--- src/rtl/uart_rx_framer_if.sv ---
// AXI-Stream byte bundle for the UART receive framer.
// Carries the upstream byte stream (s_axis_*) and the downstream payload
// stream (m_axis_*). "master" is the environment side (byte source and
// payload sink), "slave" is the framer side.
interface uart_rx_framer_if #(
   parameter int W = 8
);
   logic [W-1:0] s_axis_tdata;
   logic         s_axis_tvalid;
   logic         s_axis_tready;
   logic [W-1:0] m_axis_tdata;
   logic         m_axis_tvalid;
   logic         m_axis_tlast;
   logic         m_axis_tuser;
   logic         m_axis_tready;

   modport master (
      output s_axis_tdata, s_axis_tvalid, m_axis_tready,
      input  s_axis_tready, m_axis_tdata, m_axis_tvalid, m_axis_tlast, m_axis_tuser
   );

   modport slave (
      input  s_axis_tdata, s_axis_tvalid, m_axis_tready,
      output s_axis_tready, m_axis_tdata, m_axis_tvalid, m_axis_tlast, m_axis_tuser
   );
endinterface

--- src/rtl/uart_rx_framer.sv ---
// UART receive framer: parses SOF / LEN / payload / XOR-CHK frames from a
// byte stream and re-emits each payload as one AXI-Stream packet. The last
// payload byte is held back until CHK arrives so that tlast/tuser can carry
// the frame verdict. Mid-frame upstream silence aborts the frame.
module uart_rx_framer #(
   parameter int         AXIS_WIDTH     = 8,
   parameter logic [7:0] SOF_BYTE       = 8'hA5,
   parameter int         MAX_LEN        = 16,
   parameter int         TIMEOUT_CYCLES = 2000000
) (
   input  logic              clk,
   input  logic              rstn,
   uart_rx_framer_if.slave   bus,
   output logic              frame_ok,
   output logic              frame_err,
   output logic [1:0]        err_code
);
   localparam int             TW        = $clog2(TIMEOUT_CYCLES + 1);
   localparam logic [TW-1:0]  TO_LAST   = TW'(TIMEOUT_CYCLES - 1);
   localparam logic [7:0]     MAX_LEN_B = 8'(MAX_LEN);

   localparam logic [2:0] S_IDLE    = 3'd0;
   localparam logic [2:0] S_LEN     = 3'd1;
   localparam logic [2:0] S_PAYLOAD = 3'd2;
   localparam logic [2:0] S_CHK     = 3'd3;
   localparam logic [2:0] S_FLUSH   = 3'd4;

   logic [2:0]            state_q, state_d;
   logic [7:0]            len_q, len_d;
   logic [7:0]            cnt_q, cnt_d;
   logic [7:0]            chk_q, chk_d;
   logic [TW-1:0]         to_q, to_d;
   logic [AXIS_WIDTH-1:0] tdata_q, tdata_d;
   logic                  tvalid_q, tvalid_d;
   logic                  tlast_q, tlast_d;
   logic                  tuser_q, tuser_d;
   logic                  pend_q, pend_d;     // FLUSH has a held last byte to release
   logic                  ok_q, ok_d;
   logic                  err_q, err_d;
   logic [1:0]            code_q, code_d;

   logic       s_ready;
   logic       free;
   logic       accept;
   logic       in_frame;
   logic       timeout;
   logic [7:0] in_byte;

   assign in_byte  = bus.s_axis_tdata;
   assign free     = !tvalid_q || bus.m_axis_tready;
   assign accept   = bus.s_axis_tvalid && s_ready;
   assign in_frame = (state_q == S_LEN) || (state_q == S_PAYLOAD) || (state_q == S_CHK);
   assign timeout  = in_frame && !bus.s_axis_tvalid && (to_q == TO_LAST);

   // Upstream ready: payload bytes only enter when the output stage can take them.
   always_comb begin
      s_ready = 1'b0;
      case (state_q)
         S_IDLE, S_LEN, S_CHK: s_ready = 1'b1;
         S_PAYLOAD:            s_ready = free;
         default:              s_ready = 1'b0;
      endcase
   end

   // Next-state logic for the frame parser, output stage and status pulses.
   always_comb begin
      state_d  = state_q;
      len_d    = len_q;
      cnt_d    = cnt_q;
      chk_d    = chk_q;
      tdata_d  = tdata_q;
      tvalid_d = tvalid_q;
      tlast_d  = tlast_q;
      tuser_d  = tuser_q;
      pend_d   = pend_q;
      ok_d     = 1'b0;
      err_d    = 1'b0;
      code_d   = code_q;

      // A transferred beat frees the output stage; data is left as-is.
      if (tvalid_q && bus.m_axis_tready) begin
         tvalid_d = 1'b0;
         tlast_d  = 1'b0;
         tuser_d  = 1'b0;
      end

      // Silence counter only runs mid-frame and only while upstream is idle.
      if (!in_frame || accept) begin
         to_d = '0;
      end else if (!bus.s_axis_tvalid) begin
         to_d = to_q + TW'(1);
      end else begin
         to_d = to_q;
      end

      case (state_q)
         S_IDLE: begin
            if (accept && in_byte == SOF_BYTE) state_d = S_LEN;
         end
         S_LEN: begin
            if (accept) begin
               len_d = in_byte;
               chk_d = in_byte;
               if (in_byte == 8'd0 || in_byte > MAX_LEN_B) begin
                  err_d   = 1'b1;
                  code_d  = 2'd1;
                  state_d = S_IDLE;
               end else begin
                  cnt_d   = 8'd0;
                  state_d = S_PAYLOAD;
               end
            end else if (timeout) begin
               err_d   = 1'b1;
               code_d  = 2'd3;
               state_d = S_IDLE;
            end
         end
         S_PAYLOAD: begin
            if (accept) begin
               chk_d   = chk_q ^ in_byte;
               tdata_d = AXIS_WIDTH'(in_byte);
               cnt_d   = cnt_q + 8'd1;
               tlast_d = 1'b0;
               tuser_d = 1'b0;
               // The final byte waits invisibly for the checksum verdict.
               if (cnt_q + 8'd1 == len_q) begin
                  tvalid_d = 1'b0;
                  state_d  = S_CHK;
               end else begin
                  tvalid_d = 1'b1;
               end
            end else if (timeout) begin
               err_d  = 1'b1;
               code_d = 2'd3;
               pend_d = 1'b0;
               state_d = (cnt_q == 8'd0) ? S_IDLE : S_FLUSH;
            end
         end
         S_CHK: begin
            if (accept) begin
               tvalid_d = 1'b1;
               tlast_d  = 1'b1;
               tuser_d  = (in_byte != chk_q);
               if (in_byte == chk_q) begin
                  ok_d   = 1'b1;
                  code_d = 2'd0;
               end else begin
                  err_d  = 1'b1;
                  code_d = 2'd2;
               end
               state_d = S_IDLE;
            end else if (timeout) begin
               err_d   = 1'b1;
               code_d  = 2'd3;
               pend_d  = 1'b1;
               state_d = S_FLUSH;
            end
         end
         S_FLUSH: begin
            // Close the aborted packet with a bad-frame terminator.
            if (free) begin
               tvalid_d = 1'b1;
               tlast_d  = 1'b1;
               tuser_d  = 1'b1;
               if (!pend_q) tdata_d = '0;
               pend_d  = 1'b0;
               state_d = S_IDLE;
            end
         end
         default: state_d = S_IDLE;
      endcase
   end

   // State registers with synchronous active-low reset.
   always_ff @(posedge clk) begin
      if (!rstn) begin
         state_q  <= S_IDLE;
         len_q    <= '0;
         cnt_q    <= '0;
         chk_q    <= '0;
         to_q     <= '0;
         tdata_q  <= '0;
         tvalid_q <= 1'b0;
         tlast_q  <= 1'b0;
         tuser_q  <= 1'b0;
         pend_q   <= 1'b0;
         ok_q     <= 1'b0;
         err_q    <= 1'b0;
         code_q   <= '0;
      end else begin
         state_q  <= state_d;
         len_q    <= len_d;
         cnt_q    <= cnt_d;
         chk_q    <= chk_d;
         to_q     <= to_d;
         tdata_q  <= tdata_d;
         tvalid_q <= tvalid_d;
         tlast_q  <= tlast_d;
         tuser_q  <= tuser_d;
         pend_q   <= pend_d;
         ok_q     <= ok_d;
         err_q    <= err_d;
         code_q   <= code_d;
      end
   end

   assign bus.s_axis_tready = s_ready;
   assign bus.m_axis_tdata  = tdata_q;
   assign bus.m_axis_tvalid = tvalid_q;
   assign bus.m_axis_tlast  = tlast_q;
   assign bus.m_axis_tuser  = tuser_q;
   assign frame_ok          = ok_q;
   assign frame_err         = err_q;
   assign err_code          = code_q;
endmodule

--- src/flat_wrapper.sv ---
// flat-port wrapper written by rule: the top's interface ports become plain ports
module uart_rx_framer_flat 
#(
   parameter int         AXIS_WIDTH     = 8,
   parameter logic [7:0] SOF_BYTE       = 8'hA5,
   parameter int         MAX_LEN        = 16,
   parameter int         TIMEOUT_CYCLES = 2000000
)
  (clk, rstn, frame_ok, frame_err, err_code, bus_s_axis_tdata, bus_s_axis_tvalid, bus_m_axis_tready, bus_s_axis_tready, bus_m_axis_tdata, bus_m_axis_tvalid, bus_m_axis_tlast, bus_m_axis_tuser);
  uart_rx_framer_if #(.W(8)) bus_i ();
  input  logic clk;
  input  logic rstn;
  output logic frame_ok;
  output logic frame_err;
  output logic [1:0] err_code;
  input wire logic [$bits(bus_i.s_axis_tdata)-1:0] bus_s_axis_tdata;
  input wire logic [$bits(bus_i.s_axis_tvalid)-1:0] bus_s_axis_tvalid;
  input wire logic [$bits(bus_i.m_axis_tready)-1:0] bus_m_axis_tready;
  output wire logic [$bits(bus_i.s_axis_tready)-1:0] bus_s_axis_tready;
  output wire logic [$bits(bus_i.m_axis_tdata)-1:0] bus_m_axis_tdata;
  output wire logic [$bits(bus_i.m_axis_tvalid)-1:0] bus_m_axis_tvalid;
  output wire logic [$bits(bus_i.m_axis_tlast)-1:0] bus_m_axis_tlast;
  output wire logic [$bits(bus_i.m_axis_tuser)-1:0] bus_m_axis_tuser;
  assign bus_i.s_axis_tdata = bus_s_axis_tdata;
  assign bus_i.s_axis_tvalid = bus_s_axis_tvalid;
  assign bus_i.m_axis_tready = bus_m_axis_tready;
  assign bus_s_axis_tready = bus_i.s_axis_tready;
  assign bus_m_axis_tdata = bus_i.m_axis_tdata;
  assign bus_m_axis_tvalid = bus_i.m_axis_tvalid;
  assign bus_m_axis_tlast = bus_i.m_axis_tlast;
  assign bus_m_axis_tuser = bus_i.m_axis_tuser;
  uart_rx_framer #(.AXIS_WIDTH(AXIS_WIDTH), .SOF_BYTE(SOF_BYTE), .MAX_LEN(MAX_LEN), .TIMEOUT_CYCLES(TIMEOUT_CYCLES)) u_core (.clk(clk), .rstn(rstn), .bus(bus_i), .frame_ok(frame_ok), .frame_err(frame_err), .err_code(err_code));
endmodule
--- config.mk ---
export PLATFORM = sky130hd
export DESIGN_NAME = uart_rx_framer_flat
export DESIGN_NICKNAME = d
export VERILOG_FILES = /design/src/rtl/uart_rx_framer_if.sv /design/src/rtl/uart_rx_framer.sv /design/src/flat_wrapper.sv
export SDC_FILE = /design/constraint.sdc
export NUM_CORES = 1
export LEC_CHECK = 0
export CORE_AREA = 2 2 87 89
export CTS_CLUSTER_SIZE = 25
export DETAILED_ROUTE_END_ITERATION = 10
export DIE_AREA = 0 0 89 91
export GPL_TIMING_DRIVEN = 0
export HOLD_SLACK_MARGIN = 0.03
export PLACE_DENSITY = 0.7
export SETUP_SLACK_MARGIN = 0.4
export SKIP_CTS_REPAIR_TIMING = 1
export SYNTH_ARGS = -nofsm -noshare
export SYNTH_HDL_FRONTEND = slang
export SYNTH_SLANG_ARGS = --single-unit
--- constraint.sdc ---
create_clock -name clk -period 6.9 [get_ports clk]
set_input_delay 0.69 -clock clk [delete_from_list [all_inputs] [get_ports clk]]
set_output_delay 0.69 -clock clk [all_outputs]
set_load 0.005 [all_outputs]
==> summary by stage <==
Run status
The flow ran to the end, and the final reports show no timing, DRC or antenna violations.

Power
In this run the power spent charging and discharging nets is 0.000244 W. The part of the power in registers is 0.481. The internal power is 0.000593 W.

The combinational power share is 0.179. The worst-case IR drop observed on VDD is 0.000128 V. In this run the static leakage power is 1.27 nW. Of the total power, the clock network draws 0.340. In this run the power density over the cells is 211 nW/um^2. Of the total power, the share spent switching nets is 0.291.

Timing
After layout, the minimum clock period comes to 2720 ps. Clock skew on the completed layout was measured at 9.60 ps. The remaining max-slew budget at the tightest pin is 0.407.

Setup repair after global routing left no endpoint under its margin. The measured slew at the worst slew-check pin is 887 ps. In the finished design, the share of the clock period the worst path needs comes to 0.395. The peak clock frequency supported by timing is 0.367 GHz. The summed negative setup slack over all endpoints is 0 ps. The number of pins exceeding their max-slew limit in the final report is 0. The count of final hold-check violations came to 0. The final count of negative-setup-slack endpoints is 0.

Placement
The number of buffers added on ports is 19. The count of placed standard cells including taps is 541. Once detailed placement completed, the half-perimeter wirelength came to 5900 um. Summing all placed instances gives a cell area of 3790 um^2. Routability-driven placement finished with a final weighted congestion of 0.910.

Global route
In this run the most used layer during global routing was met2. For this run, the total global-route usage over all layers was measured as 0.210. The routing usage on met3 is 0.0545. The first-pass GRT wire length is 13400 um.

The routing usage on met1 is 0.271. The via count of the first global-routing pass is 2882. Entering global routing, the biggest net connects 11 pins. The initial antenna violation count is 0. The total overflow left after global routing is 0. For met2 alone, demand over resource in global routing was 0.336.

Synth
The number of enable flip-flop cells after synthesis is 0. Of the post-synthesis cell area, the dominant cell type holds 0.369. Yosys mapped the design onto 60 distinct sky130hd cell types. The cell taking the most area after synthesis is sky130_fd_sc_hd__dfxtp_1.

In the synthesized netlist the async set-or-reset flop fraction comes to 0. The number of synthesized register bits is 64. Ranked by total cell area, the synthesized netlist is headed by sky130_fd_sc_hd__dfxtp_1 37%, sky130_fd_sc_hd__nand2_1 5.2%, sky130_fd_sc_hd__xnor2_1 5.0%. Yosys printed 0 warnings. The commonest cells after synthesis are 64 x sky130_fd_sc_hd__dfxtp_1, 48 x sky130_fd_sc_hd__nand2_1, 35 x sky130_fd_sc_hd__nor2_1.

For this run, the register share of the synthesized area comes to 0.369. The synthesized area per cell is 8.21 um^2. The cell count after synthesis is 423. Yosys instantiated no cell more often than sky130_fd_sc_hd__dfxtp_1. The number of nets handed over by synthesis was 438.

The most frequently used flop master after synthesis is sky130_fd_sc_hd__dfxtp_1. The total standard cell area after synthesis is 3470 um^2.

Critical path
The worst-case reg-to-reg path depth is 7. Walking the worst path, the cells encountered are clkdlybuf4s50_1, nor2b_1, a21oi_1, clkdlybuf4s50_1. The start-to-end type of the worst setup path is in2out. STA puts the critical path data required time at 6210 ps. The source of the worst register-to-register timing path is u_core.cnt_q[1]. The cell repeated most along the worst path is sky130_fd_sc_hd__clkdlybuf4s50_1. The destination of the worst register-to-register timing path is u_core.bus.m_axis_tvalid. STA classifies the critical path endpoint as a primary output. The largest stage delay on the critical path is 470 ps. Counting both buffers and inverters, the worst setup path holds a total of 2. The critical path's slowest cell is sky130_fd_sc_hd__clkdlybuf4s50_1.

The arrival time of data at the critical path endpoint is 2030 ps. The reg-to-reg setup timing slack is 4330 ps. Broken down by cell family, the worst path's largest delay share belongs to buffers and inverters.

STA classifies the critical path startpoint as a primary input. The largest fanout on the critical path is 5.

Routing
Once detail routing completed, the nets flagged for antenna violations numbered 0. The first detailed-routing pass ran for 4 iterations. For this run, design rule violations remaining after detail routing come to 0. Using the TritonRoute via totals, the vias-per-cell ratio works out to 5.61.

The detailed router finished its first iteration with 168 violations. The routed layout has 3117 vias. Dividing the detail-routed wire length by the instance count gives 14.8 um. After detailed routing, the total wire length is 8200 um.

Cells and area
With fillers left out, the area of the finished cells amounts to 3960 um^2. The final layout net count is 468. Once layout is complete, the cells apart from fillers number 556.

The antenna diode count is 0. In the final layout, the share of cells above drive strength 1 is 0.0635. The layout-stage area growth over the synthesis result is 14.0%.

Clocking
The largest buffer count on any clock path is 2. The tree built by TritonCTS fans out to 64 sinks. The clock tree from TritonCTS is yes.

Clock-pin slew was measured on the worst setup and hold paths at 60 ps. The root buffer selected by CTS is sky130_fd_sc_hd__clkbuf_8. The number of buffers created by CTS is 9. In this run the number of H-tree levels came out at 3. At the later pin of the worst-skew pair, clock insertion delay measures 340 ps.

Floorplanning
The area of the die is 8100 um^2. Pin placement for this block handled 28 I/O pins. Measured along the x axis, the die boundary spans 89 um. The initial utilization of the core area, before any placement, comes to 0.487. The overall die height is 91 um.

The row count is 31. The core region is 7140 um^2.

Hold path
Counting instances, the worst hold path has a depth of 2. The worst min-delay path category is reg2reg. The destination of the worst hold path is u_core.bus.m_axis_tdata[7]. The origin of the worst min-delay path is u_core.bus.m_axis_tdata[7].

Job
Max-cap violations in this run came to 0.
==> kinds of logic (layout without fill, tap and decap cells) <==
| group | Yosys count | after routing | synth area share |
|---|---|---|---|
| adder cells (fa/ha/maj) | 3 | 3 | 0.0108 |
| flip-flops | 64 | 64 | 0.369 |
| multiplexers | 11 | 11 | 0.0317 |
| buffers and inverters | 35 | 69 | 0.0436 |
| XOR/XNOR | 31 | 31 | 0.0782 |
| AO/OA/AOI/OAI | 97 | 97 | 0.193 |
| AND/OR/NAND/NOR | 182 | 182 | 0.274 |
==> worst max path at each step <==
| stage | startpoint | endpoint | slack [ps] | cells after the start |
|---|---|---|---|---|
| 2_1_floorplan | bus_s_axis_tdata[0] | u_core.err_code[0] | 4650 | 8 |
| 3_3_place_gp | bus_s_axis_tdata[2] | u_core.err_code[0] | 3980 | 8 |
| 3_5_place_dp | bus_s_axis_tdata[2] | u_core.err_code[0] | 3940 | 8 |
| 4_1_cts | bus_m_axis_tready | bus_s_axis_tready | 4160 | 4 |
| 5_1_grt | bus_s_axis_tdata[2] | u_core.err_code[0] | 4020 | 8 |
| 6_report | bus_m_axis_tready | bus_s_axis_tready | 4180 | 4 |
==> cell usage in the layout (no fill, tap or decap), types with 6 or more instances in the layout <==
master	netlist	final
sky130_fd_sc_hd__a21oi_1	14	14
sky130_fd_sc_hd__nand3_1	21	21
sky130_fd_sc_hd__nand2_1	48	48
sky130_fd_sc_hd__nor2_1	35	35
sky130_fd_sc_hd__dfxtp_1	64	64
sky130_fd_sc_hd__a21boi_1	21	21
sky130_fd_sc_hd__nor3_1	6	6
sky130_fd_sc_hd__nand4_1	7	7
sky130_fd_sc_hd__xor2_1	11	11
sky130_fd_sc_hd__mux2i_1	11	11
sky130_fd_sc_hd__clkbuf_8	0	11
sky130_fd_sc_hd__o21ai_0	16	16
sky130_fd_sc_hd__o21ai_1	10	10
sky130_fd_sc_hd__nor2b_1	18	18
sky130_fd_sc_hd__xnor2_1	20	20
sky130_fd_sc_hd__clkbuf_1	22	23
sky130_fd_sc_hd__clkdlybuf4s50_1	0	19
sky130_fd_sc_hd__o211ai_1	9	9
==> registers in the layout, indices dropped and copies added, names as in the netlist <==
register                  cells
u_core.to_q                  21
u_core.bus.m_axis_tdata       8
u_core.chk_q                  8
u_core.cnt_q                  8
u_core.len_q                  8
u_core.state_q                3
u_core.err_code               2
u_core.bus.m_axis_tlast       1
u_core.bus.m_axis_tuser       1
u_core.bus.m_axis_tvalid      1
u_core.frame_err              1
u_core.frame_ok               1
u_core.pend_q                 1
==> metal layers <==
metal / routed length [um] / part of all wire
met1: 3820 / 0.47
met2: 3960 / 0.48
met3: 323 / 0.039
met4: 102 / 0.012
met5: 0 / 0
==> metrics by stage <==
stage          total power (W)   util  hold slack, ps  setup slack [ps]
2_1_floorplan         0.000515      -             447              4650
3_3_place_gp          0.000555  0.531             444              3980
3_5_place_dp          0.000559  0.531             451              3940
4_1_cts               0.000845  0.555             462              4160
5_1_grt               0.000880  0.555             480              4020
6_report              0.000837  0.555             456              4180
==> power groups by stage <==
stage	combinational [W]	clock (W)	sequential (W)
5_1_grt	0.000166	0.000309	0.000405
3_3_place_gp	0.000145	0	0.000410
4_1_cts	0.000149	0.000294	0.000402
6_report	0.000150	0.000285	0.000402
2_1_floorplan	0.000108	0	0.000407
3_5_place_dp	0.000148	0	0.000410
==> layout make-up <==
cell class	instances	area, um^2
multi-input cells	324	2040
flip-flops and latches	64	1280
clock inverters	3	17.5
well taps	99	124
plain buffers	32	140
repair buffers	19	190
clock buffers	12	155
fillers	706	3180
inverters	3	11.3
==> worst reg2reg max path, stage by stage (launching register included) <==
cell and delay [ps]:
sky130_fd_sc_hd__dfxtp_1 390, sky130_fd_sc_hd__ha_1 210, sky130_fd_sc_hd__clkbuf_1 230, sky130_fd_sc_hd__or4b_1 580, sky130_fd_sc_hd__a32o_1 280, sky130_fd_sc_hd__nor3_2 270
sky130_fd_sc_hd__nor2_1 110, sky130_fd_sc_hd__o41a_1 380
Note: power is estimated with default switching activity, not from simulation.
